===== src/rtl/stat_cnt_rmw_pkg.sv =====
// Shared types and constants for the statistics-counter RMW engine.
package stat_cnt_rmw_pkg;

    // Operation carried down the read-modify-write pipeline.
    typedef enum logic [1:0] {
        OP_INC   = 2'd0,
        OP_RD    = 2'd1,
        OP_RDCLR = 2'd2
    } op_e;

    // Engine control state.
    typedef enum logic [1:0] {
        ST_INIT  = 2'd0,
        ST_RUN   = 2'd1,
        ST_DRAIN = 2'd2
    } state_e;

    // Consecutive increment grants a pending CPU request tolerates before it forces a slot.
    localparam int unsigned CPU_MAXWAIT = 4;
    localparam int unsigned WAITBIT     = $clog2(CPU_MAXWAIT + 1);

endpackage


===== src/rtl/stat_cnt_rmw_if.sv =====
// Client-side bus of the RMW engine: increment stream, CPU access and init control.
interface stat_cnt_rmw_if #(
    parameter int unsigned ADDRBIT = 11,
    parameter int unsigned WIDTH   = 32,
    parameter int unsigned INCBIT  = 16
);
    logic               inc_vld;
    logic [ADDRBIT-1:0] inc_addr;
    logic [INCBIT-1:0]  inc_val;
    logic               inc_rdy;

    logic               cpu_req;
    logic               cpu_clr;
    logic [ADDRBIT-1:0] cpu_addr;
    logic               cpu_ack;
    logic [WIDTH-1:0]   cpu_rdata;

    logic               init_start;
    logic               init_busy;

    modport master (
        output inc_vld, inc_addr, inc_val, cpu_req, cpu_clr, cpu_addr, init_start,
        input  inc_rdy, cpu_ack, cpu_rdata, init_busy
    );

    modport slave (
        input  inc_vld, inc_addr, inc_val, cpu_req, cpu_clr, cpu_addr, init_start,
        output inc_rdy, cpu_ack, cpu_rdata, init_busy
    );
endinterface


===== src/rtl/stat_cnt_rmw_fwd.sv =====
// Two-entry write history covering the array's read-after-write blind window, plus the
// priority select that produces the effective "old" counter value at S2.
module stat_cnt_fwd #(
    parameter int unsigned ADDRBIT = 11,
    parameter int unsigned WIDTH   = 32
) (
    input  logic               clk1x,
    input  logic               rst1x_,
    input  logic               wr_en,
    input  logic [ADDRBIT-1:0] wr_addr,
    input  logic [WIDTH-1:0]   wr_data,
    input  logic [ADDRBIT-1:0] rd_addr,
    input  logic [WIDTH-1:0]   mem_data,
    output logic [WIDTH-1:0]   old_data
);
    // h1 holds last cycle's write, h2 the write from the cycle before that.
    logic               h1_vld_q, h1_vld_d, h2_vld_q, h2_vld_d;
    logic [ADDRBIT-1:0] h1_addr_q, h1_addr_d, h2_addr_q, h2_addr_d;
    logic [WIDTH-1:0]   h1_data_q, h1_data_d, h2_data_q, h2_data_d;

    // Shift a new entry in every cycle; idle/read cycles push an invalid entry.
    always_comb begin
        h1_vld_d  = wr_en;
        h1_addr_d = wr_addr;
        h1_data_d = wr_data;
        h2_vld_d  = h1_vld_q;
        h2_addr_d = h1_addr_q;
        h2_data_d = h1_data_q;
    end

    // History registers.
    always_ff @(posedge clk1x or negedge rst1x_) begin
        if (!rst1x_) begin
            h1_vld_q  <= 1'b0;
            h1_addr_q <= '0;
            h1_data_q <= '0;
            h2_vld_q  <= 1'b0;
            h2_addr_q <= '0;
            h2_data_q <= '0;
        end else begin
            h1_vld_q  <= h1_vld_d;
            h1_addr_q <= h1_addr_d;
            h1_data_q <= h1_data_d;
            h2_vld_q  <= h2_vld_d;
            h2_addr_q <= h2_addr_d;
            h2_data_q <= h2_data_d;
        end
    end

    // Newest matching write wins over older history and over the array data.
    always_comb begin
        old_data = mem_data;
        if (h1_vld_q && (h1_addr_q == rd_addr)) begin
            old_data = h1_data_q;
        end else if (h2_vld_q && (h2_addr_q == rd_addr)) begin
            old_data = h2_data_q;
        end
    end

endmodule


===== src/rtl/stat_cnt_rmw.sv =====
// Statistics-counter read-modify-write engine: arbitrates increments and CPU accesses onto
// array port 1 (2-clock read), saturating add with forwarding, and table zeroing on port 2.
module stat_cnt_rmw
    import stat_cnt_rmw_pkg::*;
#(
    parameter int unsigned ADDRBIT = 11,
    parameter int unsigned DEPTH   = 2048,
    parameter int unsigned WIDTH   = 32,
    parameter int unsigned INCBIT  = 16
) (
    input  logic               clk1x,
    input  logic               rst1x_,
    stat_cnt_rmw_if.slave      bus,
    output logic [ADDRBIT-1:0] ra1,
    output logic               re1,
    output logic [ADDRBIT-1:0] wa1,
    output logic               we1,
    output logic [WIDTH-1:0]   di1,
    input  logic [WIDTH-1:0]   do1,
    output logic [ADDRBIT-1:0] ra2,
    output logic               re2,
    output logic [ADDRBIT-1:0] wa2,
    output logic               we2,
    output logic [WIDTH-1:0]   di2
);
    state_e             state_q;
    logic               we2_q;
    logic [ADDRBIT-1:0] wa2_q;

    logic               s1_vld_q, s1_vld_d, s2_vld_q, s2_vld_d;
    op_e                s1_op_q, s1_op_d, s2_op_q, s2_op_d;
    logic [ADDRBIT-1:0] s1_addr_q, s1_addr_d, s2_addr_q, s2_addr_d;
    logic [INCBIT-1:0]  s1_amt_q, s1_amt_d, s2_amt_q, s2_amt_d;
    logic [WAITBIT-1:0] wait_q, wait_d;
    logic               cpu_busy_q, cpu_busy_d;

    logic               cpu_pend, force_cpu, slot_open, inc_rdy, inc_go, cpu_go;
    logic [WIDTH-1:0]   old_val, sat_val;
    logic [WIDTH:0]     sum_wide;
    logic               wr_en, ack;

    // Control FSM: sweeps port 2 over the table, runs, and drains the pipe before re-init.
    always_ff @(posedge clk1x or negedge rst1x_) begin
        if (!rst1x_) begin
            state_q <= ST_INIT;
            we2_q   <= 1'b0;
            wa2_q   <= '0;
        end else begin
            unique case (state_q)
                ST_INIT: begin
                    if (!we2_q) begin
                        we2_q <= 1'b1;
                        wa2_q <= '0;
                    end else if (wa2_q == ADDRBIT'(DEPTH - 1)) begin
                        we2_q   <= 1'b0;
                        wa2_q   <= '0;
                        state_q <= ST_RUN;
                    end else begin
                        wa2_q <= wa2_q + ADDRBIT'(1);
                    end
                end
                ST_RUN: begin
                    if (bus.init_start) state_q <= ST_DRAIN;
                end
                ST_DRAIN: begin
                    if (!s1_vld_q && !s2_vld_q) state_q <= ST_INIT;
                end
                default: state_q <= ST_INIT;
            endcase
        end
    end

    // Slot arbitration: increments first, unless a CPU request has been starved long enough.
    always_comb begin
        cpu_pend  = bus.cpu_req && !cpu_busy_q;
        force_cpu = cpu_pend && (wait_q == WAITBIT'(CPU_MAXWAIT));
        slot_open = (state_q == ST_RUN) && !bus.init_start;
        inc_rdy   = slot_open && !force_cpu;
        inc_go    = bus.inc_vld && inc_rdy;
        cpu_go    = slot_open && cpu_pend && (force_cpu || !bus.inc_vld);
    end

    // S2 merge: forwarded old value, saturating add, write-back and CPU response.
    always_comb begin
        sum_wide = {1'b0, old_val} + (WIDTH + 1)'(s2_amt_q);
        sat_val  = sum_wide[WIDTH] ? '1 : sum_wide[WIDTH-1:0];
        wr_en    = s2_vld_q && (s2_op_q != OP_RD);
        ack      = s2_vld_q && (s2_op_q != OP_INC);
    end

    // Pipeline, starvation counter and CPU-in-flight next state.
    always_comb begin
        s1_vld_d  = inc_go || cpu_go;
        s1_op_d   = inc_go ? OP_INC : (bus.cpu_clr ? OP_RDCLR : OP_RD);
        s1_addr_d = inc_go ? bus.inc_addr : bus.cpu_addr;
        s1_amt_d  = inc_go ? bus.inc_val : '0;
        s2_vld_d  = s1_vld_q;
        s2_op_d   = s1_op_q;
        s2_addr_d = s1_addr_q;
        s2_amt_d  = s1_amt_q;

        wait_d = wait_q;
        if (cpu_go || !cpu_pend) begin
            wait_d = '0;
        end else if (inc_go) begin
            wait_d = wait_q + WAITBIT'(1);
        end

        // The request is consumed at issue; it stays masked until its ack.
        cpu_busy_d = cpu_busy_q;
        if (cpu_go) begin
            cpu_busy_d = 1'b1;
        end else if (ack) begin
            cpu_busy_d = 1'b0;
        end
    end

    // Pipeline registers.
    always_ff @(posedge clk1x or negedge rst1x_) begin
        if (!rst1x_) begin
            s1_vld_q   <= 1'b0;
            s1_op_q    <= OP_INC;
            s1_addr_q  <= '0;
            s1_amt_q   <= '0;
            s2_vld_q   <= 1'b0;
            s2_op_q    <= OP_INC;
            s2_addr_q  <= '0;
            s2_amt_q   <= '0;
            wait_q     <= '0;
            cpu_busy_q <= 1'b0;
        end else begin
            s1_vld_q   <= s1_vld_d;
            s1_op_q    <= s1_op_d;
            s1_addr_q  <= s1_addr_d;
            s1_amt_q   <= s1_amt_d;
            s2_vld_q   <= s2_vld_d;
            s2_op_q    <= s2_op_d;
            s2_addr_q  <= s2_addr_d;
            s2_amt_q   <= s2_amt_d;
            wait_q     <= wait_d;
            cpu_busy_q <= cpu_busy_d;
        end
    end

    stat_cnt_fwd #(
        .ADDRBIT (ADDRBIT),
        .WIDTH   (WIDTH)
    ) u_fwd (
        .clk1x    (clk1x),
        .rst1x_   (rst1x_),
        .wr_en    (wr_en),
        .wr_addr  (wa1),
        .wr_data  (di1),
        .rd_addr  (s2_addr_q),
        .mem_data (do1),
        .old_data (old_val)
    );

    // Array and bus outputs; idle fields are forced to zero.
    always_comb begin
        re1 = s1_vld_d;
        ra1 = s1_vld_d ? s1_addr_d : '0;
        we1 = wr_en;
        wa1 = wr_en ? s2_addr_q : '0;
        di1 = (wr_en && (s2_op_q == OP_INC)) ? sat_val : '0;
        re2 = 1'b0;
        ra2 = '0;
        we2 = we2_q;
        wa2 = wa2_q;
        di2 = '0;
        bus.inc_rdy   = inc_rdy;
        bus.cpu_ack   = ack;
        bus.cpu_rdata = ack ? old_val : '0;
        bus.init_busy = (state_q != ST_RUN);
    end

endmodule


===== src/flat_wrapper.sv =====
// flat-port wrapper written by rule: the top's interface ports become plain ports
module stat_cnt_rmw_flat import stat_cnt_rmw_pkg::*;
#(
    parameter int unsigned ADDRBIT = 11,
    parameter int unsigned DEPTH   = 2048,
    parameter int unsigned WIDTH   = 32,
    parameter int unsigned INCBIT  = 16
)
  (clk1x, rst1x_, ra1, re1, wa1, we1, di1, do1, ra2, re2, wa2, we2, di2, bus_inc_vld, bus_inc_addr, bus_inc_val, bus_cpu_req, bus_cpu_clr, bus_cpu_addr, bus_init_start, bus_inc_rdy, bus_cpu_ack, bus_cpu_rdata, bus_init_busy);
  stat_cnt_rmw_if #(.ADDRBIT(ADDRBIT), .WIDTH(WIDTH), .INCBIT(INCBIT)) bus_i ();
  input  logic clk1x;
  input  logic rst1x_;
  output logic [ADDRBIT-1:0] ra1;
  output logic re1;
  output logic [ADDRBIT-1:0] wa1;
  output logic we1;
  output logic [WIDTH-1:0] di1;
  input  logic [WIDTH-1:0] do1;
  output logic [ADDRBIT-1:0] ra2;
  output logic re2;
  output logic [ADDRBIT-1:0] wa2;
  output logic we2;
  output logic [WIDTH-1:0] di2;
  input wire logic [$bits(bus_i.inc_vld)-1:0] bus_inc_vld;
  input wire logic [$bits(bus_i.inc_addr)-1:0] bus_inc_addr;
  input wire logic [$bits(bus_i.inc_val)-1:0] bus_inc_val;
  input wire logic [$bits(bus_i.cpu_req)-1:0] bus_cpu_req;
  input wire logic [$bits(bus_i.cpu_clr)-1:0] bus_cpu_clr;
  input wire logic [$bits(bus_i.cpu_addr)-1:0] bus_cpu_addr;
  input wire logic [$bits(bus_i.init_start)-1:0] bus_init_start;
  output wire logic [$bits(bus_i.inc_rdy)-1:0] bus_inc_rdy;
  output wire logic [$bits(bus_i.cpu_ack)-1:0] bus_cpu_ack;
  output wire logic [$bits(bus_i.cpu_rdata)-1:0] bus_cpu_rdata;
  output wire logic [$bits(bus_i.init_busy)-1:0] bus_init_busy;
  assign bus_i.inc_vld = bus_inc_vld;
  assign bus_i.inc_addr = bus_inc_addr;
  assign bus_i.inc_val = bus_inc_val;
  assign bus_i.cpu_req = bus_cpu_req;
  assign bus_i.cpu_clr = bus_cpu_clr;
  assign bus_i.cpu_addr = bus_cpu_addr;
  assign bus_i.init_start = bus_init_start;
  assign bus_inc_rdy = bus_i.inc_rdy;
  assign bus_cpu_ack = bus_i.cpu_ack;
  assign bus_cpu_rdata = bus_i.cpu_rdata;
  assign bus_init_busy = bus_i.init_busy;
  stat_cnt_rmw #(.ADDRBIT(ADDRBIT), .DEPTH(DEPTH), .WIDTH(WIDTH), .INCBIT(INCBIT)) u_core (.clk1x(clk1x), .rst1x_(rst1x_), .bus(bus_i), .ra1(ra1), .re1(re1), .wa1(wa1), .we1(we1), .di1(di1), .do1(do1), .ra2(ra2), .re2(re2), .wa2(wa2), .we2(we2), .di2(di2));
endmodule

===== config.mk =====
export PLATFORM = sky130hd
export DESIGN_NAME = stat_cnt_rmw_flat
export DESIGN_NICKNAME = d
export VERILOG_FILES = /design/src/rtl/stat_cnt_rmw_pkg.sv /design/src/rtl/stat_cnt_rmw_if.sv /design/src/rtl/stat_cnt_rmw_fwd.sv /design/src/rtl/stat_cnt_rmw.sv /design/src/flat_wrapper.sv
export SDC_FILE = /design/constraint.sdc
export NUM_CORES = 1
export LEC_CHECK = 0
export BUFFER_PORTS_ARGS = -buffer_cell sky130_fd_sc_hd__buf_2
export CORE_ASPECT_RATIO = 1.25
export CORE_UTILIZATION = 53
export DETAILED_ROUTE_END_ITERATION = 12
export PLACE_DENSITY = 0.86
export SYNTH_ARGS = -nofsm -noshare
export SYNTH_HDL_FRONTEND = slang
export SYNTH_SLANG_ARGS = --single-unit
export TNS_END_PERCENT = 10

===== constraint.sdc =====
create_clock -name clk1x -period 6.8 [get_ports clk1x]
set_clock_uncertainty 0.2 [all_clocks]
set_input_delay 1.36 -clock clk1x [delete_from_list [all_inputs] [get_ports clk1x]]
set_output_delay 1.36 -clock clk1x [all_outputs]
set_load 0.02 [all_outputs]

==> summary.txt, run 1 <==
Final Cell Area - 9771 sq um
critical path endpoint category - primary output
I/O pins - 223
RR Startpoint - u_core.s2_addr_q[0]
Area Growth Syn to Fin - 20.70%
Yosys reg bits - 166
Power Total - 2.041 mW
Compound-Gate Fraction of Synth Area - 14.48%
synth unique cells - 61
routability cong. - 0.9059
# rows - 50
die area - 15780 sq um
post-synth top area cell - dfrtp_1
max_cap viols - 0
reg2reg setup slack - 2.09 ns
number of synthesized flops with an enable pin - 0
xor and xnor area share after synthesis - 4.869%
Critical Path Fanout Max - 14
ANT cells - 0
clock-pin slew on the worst setup and hold paths - 0.06 ns
Worst Min Path Start - u_core.s1_addr_q[3]
Fillers - 1144
Clock Latency Late Sink - 0.43 ns
adder-cell share of the synthesized area - 3.184%
final wirelength - 20060 um
mapped cell area - 8095 sq um
run status - finished, final reports clean
Post-synth ARST share - 100.0%
leakage power - 5.039 nW
cell chain of the critical path - xor2_1 > or4_4 > nor3_4 > buf_12 > mux2i_1 > a21oi_2 > ha_2 > inv_1 > fa_1 > nor2b_2 > o31a_1 > o211ai_1 > nand2_1 > a211oi_1 > buf_4 > or3_1 > or2_4 > buf_12 > a21oi_1 > buf_2
average cell area after synthesis - 10.47 sq um
main combinational cell family by area after synthesis - simple AND/OR/NAND/NOR gates
area taken by flip-flops and latches - 4154 sq um
Post-synth top flop - dfrtp_1
worst setup path category - flip-flop to primary output
Post-Place Cells - 1118
Simple-Gate Fraction of Synth Area - 16.80%
pin count of the biggest net entering global routing - 115
layout net count - 1059
Synth top area share - 51.31%
Cell Count, Final, Fillers Out - 1158
Final ANT Viol Nets - 0
mux share of post-synthesis cell area - 2.117%
Worst Setup Start Kind - flip-flop
Max-slew headroom - 31.11%
Synth warnings - 0
initial core utilization - 54.14%
die span in x - 112.5 um
PortBufs - 178
Hold Path Class - flip-flop to flip-flop
utilization after layout - 65.35%
grt ovf - 0
setup TNS - 0 ns
hpwl dp - 14390 um
WHS Endpoint - u_core.s2_addr_q[3]
most prevalent standard cell on the critical path - buf_12
Cells after Synth - 773
Die Ht - 140.2 um
WL per Instance - 17.32 um
FF-to-FF End - u_core.u_fwd.h1_data_q[31]
final hold vios - 0
multi-input logic area - 3608 sq um
Tcrit/Tclk final - 96.26%
core area - 14950 sq um
Setup violations, final - 0
register area share after synthesis - 51.31%
# hold bufs at CTS - 0
Worst-Margin Slew - 1.033 ns
Worst EP arrival - 4.99 ns
max incr delay on CP - 0.58 ns
Vias - 6561
CTS Buffer Depth - 2
CTS tree - yes
TritonCTS Buffers - 17
power per cell area - 208.9 nW/um^2
clock period minus worst slack - 6.546 ns
drc violations - 0
crit path max-delay cell type - or4_4
worst hold stages - 0
all-layer global routing usage - 26.04%
Peak supply drop - 0.1278 mV
drt first pass iters - 7
first-pass GRT wire length - 31640 um
fmax - 152.8 MHz
largest cells by area after synthesis - dfrtp_1, buf_4, a21oi_1, ha_1, xnor2_1
vias in the first global route - 6283
RSZ-0062 raised after global routing - false
Starting DRT DRC Count - 535
clock root buffer - clkbuf_16
H-Tree Depth - 4
Placed Area - 9060 sq um
CTS Sinks - 166
Max Slew Vio Count - 0
layout cell share with drive strength beyond 1 - 30.12%
worst endpoint required time - 5.24 ns
worst reg-to-reg path cell count - 17
initial antenna violation count - 0
Vias per Instance - 5.666
report_power, final:
group          internal, mW  switching [mW]
registers             0.996         0.00583
clock network         0.502           0.401
logic                0.0442          0.0922
logic make-up after synthesis:
logic type                 Yosys count
and+or+nand+nor                    259
other                                1
AOI/OAI and AO/OA                  168
buffers and inverters               97
xor gates and xnor gates            45
adders and majority gates           20
DFF                                166
muxes                               17
state kept, by name, summed over array words and instances, names as in the netlist, 16 cells and up:
signal	cells
u_core.s2_amt_q	16
u_core.s1_amt_q	16
u_core.u_fwd.h2_data_q	32
u_core.u_fwd.h1_data_q	32
layout make-up:
type	count	area share, %
timing repair buffer	206	11.77
clock inverter	11	0.9092
multi-input combinational	553	36.93
clock buffer	21	4.815
inverter	19	0.7299
sequential	166	42.52
tap	182	2.331
metrics by stage:
stage                     setup WS [ns]  hold WS, ns
final                            0.2543       0.1409
after global routing            0.02068       0.1484
after CTS                      0.001063       0.1436
after detailed placement         0.3633       0.1347
after global placement           0.5327       0.1317
after floorplan                  0.1388       0.1312
cell usage in the layout, fill, tap and decap left out, drive strengths merged, types with 25 or more instances in the layout:
master,count
nand2,62
nor2,51
dfrtp,166
buf,206
conb,44
xnor2,27
and2,36
o21ai,25
nand4,26
a21oi,69
routing by layer:
metal / share of wire, % / GRT usage [%]
met2: 49 / 42.82
met5: 0 / 0
met4: 3.3 / 11.58
met3: 7.9 / 6.794
met1: 40 / 32.30
repair_timing:
action,CTS,global route
resized for setup,2,25
endpoints found under the setup margin,22,28
setup buffers,0,8
pin swaps,0,4
worst max-delay path by stage:
stage / startpoint / end / slack, ns / cells after the start
2_1_floorplan: u_core.s2_addr_q[8] / di1[30] / 0.14 / 17
3_3_place_gp: u_core.s2_addr_q[8] / di1[29] / 0.53 / 20
3_5_place_dp: u_core.s2_addr_q[8] / di1[29] / 0.36 / 20
4_1_cts: u_core.s2_addr_q[5] / di1[29] / 0.001 / 20
5_1_grt: u_core.s2_addr_q[0] / di1[29] / 0.02 / 20
6_report: u_core.s2_addr_q[0] / di1[0] / 0.25 / 20
Yosys cell counts (all sizes together) (2+ instances only):
cell type,number
nor3,9
a22o,3
o311a,2
clkbuf,22
a31oi,16
xor2,18
a21o,6
ha,19
o31ai,17
o21a,3
nor4,19
or2,4
and2,36
xnor2,27
a31o,7
dfrtp,166
a21boi,2
nand3,10
nand4,26
buf,56
mux2i,16
nor2,51
a21oi,69
or3,3
a211oi,4
nor2b,5
or4b,2
nand4b,2
o21ai,25
nand2b,6
nor4b,2
and3,18
nand2,62
o211ai,5
inv,19
and4,2
worst max-delay path, delay by kind of cell, from the launching register on:
family / cells / cell delay, ns
fa+ha+maj: 2 / 0.61
simple gates: 6 / 1.76
mux: 1 / 0.10
xor+xnor: 1 / 0.21
buf+inv: 5 / 0.77
compound gates: 5 / 0.68
flops: 1 / 0.41
(Power assumes the default switching activity.)
==> inputs of run 2 (changes only) <==
- CORE_MARGIN: unset -> 2
==> summary.txt, run 2 (synthesized netlist as in run 1, its figures left out) <==
clock-pin slew on the worst setup and hold paths - 0.07 ns
Worst EP arrival - 5.16 ns
RR Startpoint - u_core.s2_addr_q[0]
Largest regs - u_core.u_fwd.h1_data_q x32, u_core.u_fwd.h2_data_q x32
leakage power - 5.064 nW
CP Depth - 19
setup TNS - 0 ns
Area Growth Syn to Fin - 21.05%
Setup violations, final - 0
initial antenna violation count - 0
Final Cell Area - 9799 sq um
H-Tree Depth - 4
Top delay family on crit path - simple AND/OR/NAND/NOR gates
Hold Path Class - flip-flop to flip-flop
core area - 14950 sq um
initial core utilization - 54.14%
Final ANT Viol Nets - 0
CTS Buffer Depth - 2
max incr delay on CP - 0.57 ns
utilization after layout - 65.54%
Worst Path Buf+Inv - 5
# hold bufs at CTS - 0
cell chain of the critical path - xor2_1 > or4_4 > nor3_4 > buf_6 > buf_6 > mux2i_1 > a21oi_1 > ha_1 > nor2b_1 > o31a_1 > o211ai_1 > nand2_1 > a211oi_1 > buf_4 > nor4_1 > buf_4 > and4b_1 > a211oi_2 > buf_2
PortBufs - 178
worst endpoint required time - 5.24 ns
# rows - 50
die area - 16280 sq um
worst reg-to-reg path cell count - 18
Max-slew headroom - 21.13%
CTS Sinks - 166
hold slack - 0.1453 ns
Tcrit/Tclk final - 98.82%
all-layer global routing usage - 26.09%
run status - finished, final reports clean
Peak supply drop - 0.1638 mV
Critical Path Fanout Max - 10
Clock Latency Late Sink - 0.43 ns
layout net count - 1063
clock period minus worst slack - 6.720 ns
pin count of the biggest net entering global routing - 97
TritonCTS Buffers - 17
critical path endpoint category - primary output
Vias - 6655
final wirelength - 21260 um
power per cell area - 213.5 nW/um^2
RSZ-0062 raised after global routing - true
Max Slew Vio Count - 0
drc violations - 0
commonest non-fill, non-tap cells in the layout - buf_2, dfrtp_1, nand2_1, nor2_1, a21oi_1
first-pass GRT wire length - 32750 um
WL per Instance - 18.29 um
hpwl dp - 14840 um
drt first pass iters - 6
vias in the first global route - 6325
I/O pins - 223
worst hold stages - 0
Die Ht - 142.2 um
worst setup path category - flip-flop to primary output
Worst Setup Start Kind - flip-flop
die span in x - 114.5 um
CTS tree - yes
fmax - 148.8 MHz
CP endpoint - di1[30]
layout cell share with drive strength beyond 1 - 30.23%
FF-to-FF End - u_core.u_fwd.h1_data_q[25]
final hold vios - 0
clock root buffer - clkbuf_16
routability cong. - 0.8873
grt ovf - 0
Placed Area - 9041 sq um
commonest non-fill, non-tap cell in the layout - buf_2
max_cap viols - 0
reg2reg setup slack - 1.97 ns
crit path max-delay cell type - or4_4
Crit. Startpoint - u_core.s2_addr_q[0]
Worst-Margin Slew - 1.172 ns
Vias per Instance - 5.727
Starting DRT DRC Count - 675
-- run 2: how the worst min path moves through the flow --
stage / start / to / slack (ns)
detailed placement: u_core.s1_addr_q[7] / u_core.s2_addr_q[7] / 0.13
global route: u_core.s1_addr_q[9] / u_core.s2_addr_q[9] / 0.15
floorplan: u_core.s1_addr_q[0] / u_core.s2_addr_q[0] / 0.13
global placement: u_core.s1_amt_q[10] / u_core.s2_amt_q[10] / 0.13
CTS: u_core.s1_amt_q[15] / u_core.s2_amt_q[15] / 0.15
finish: u_core.s1_addr_q[3] / u_core.s2_addr_q[3] / 0.15
-- run 2: area by class of cell --
type / count / area, sq um
fillers: 1104 / 5152
flip-flops and latches: 166 / 4154
multi-input cells: 553 / 3608
repair buffers: 210 / 1159
clock buffers: 18 / 429.2
well taps: 182 / 227.7
clock inverters: 13 / 147.6
inverters: 19 / 71.32
diodes: 1 / 2.502
-- run 2: power breakdown --
group          internal, mW  leakage, nW  switching [mW]
Combinational        0.0451         2.56          0.0952
Clock                 0.544        0.276           0.407
Sequential            0.996         2.23         0.00567
Total                  1.59         5.06           0.508
-- run 2: repair_timing --
item                                    4_1_cts  5_1_grt
setup buffers                                 0        9
gates resized for setup                       4       22
pin swaps                                     0       10
endpoints found under the setup margin        4       30
gates cloned                                  0        1
endpoints found under the hold margin         0        0
-- run 2: per-stage QoR --
stage / setup WS, ns / total power, mW / std cells
finish: 0.08041 / 2.093 / 1162
global route: -0.08019 / 2.167 / 1161
CTS: 0.01922 / 2.104 / 1151
detailed placement: 0.3121 / 1.155 / 1120
global placement: 0.4042 / 1.152 / 1120
floorplan: 0.1388 / 1.114 / 816
-- run 2: layer usage --
metal	routed length [um]	vias up	track usage, %	part of all wire, %
li1	-	3039	-	-
met1	8118	3166	32.90	38
met2	10400	373	42.54	49
met3	2062	77	8.305	9.7
met4	678	0	8.858	3.2
met5	0	-	0	0
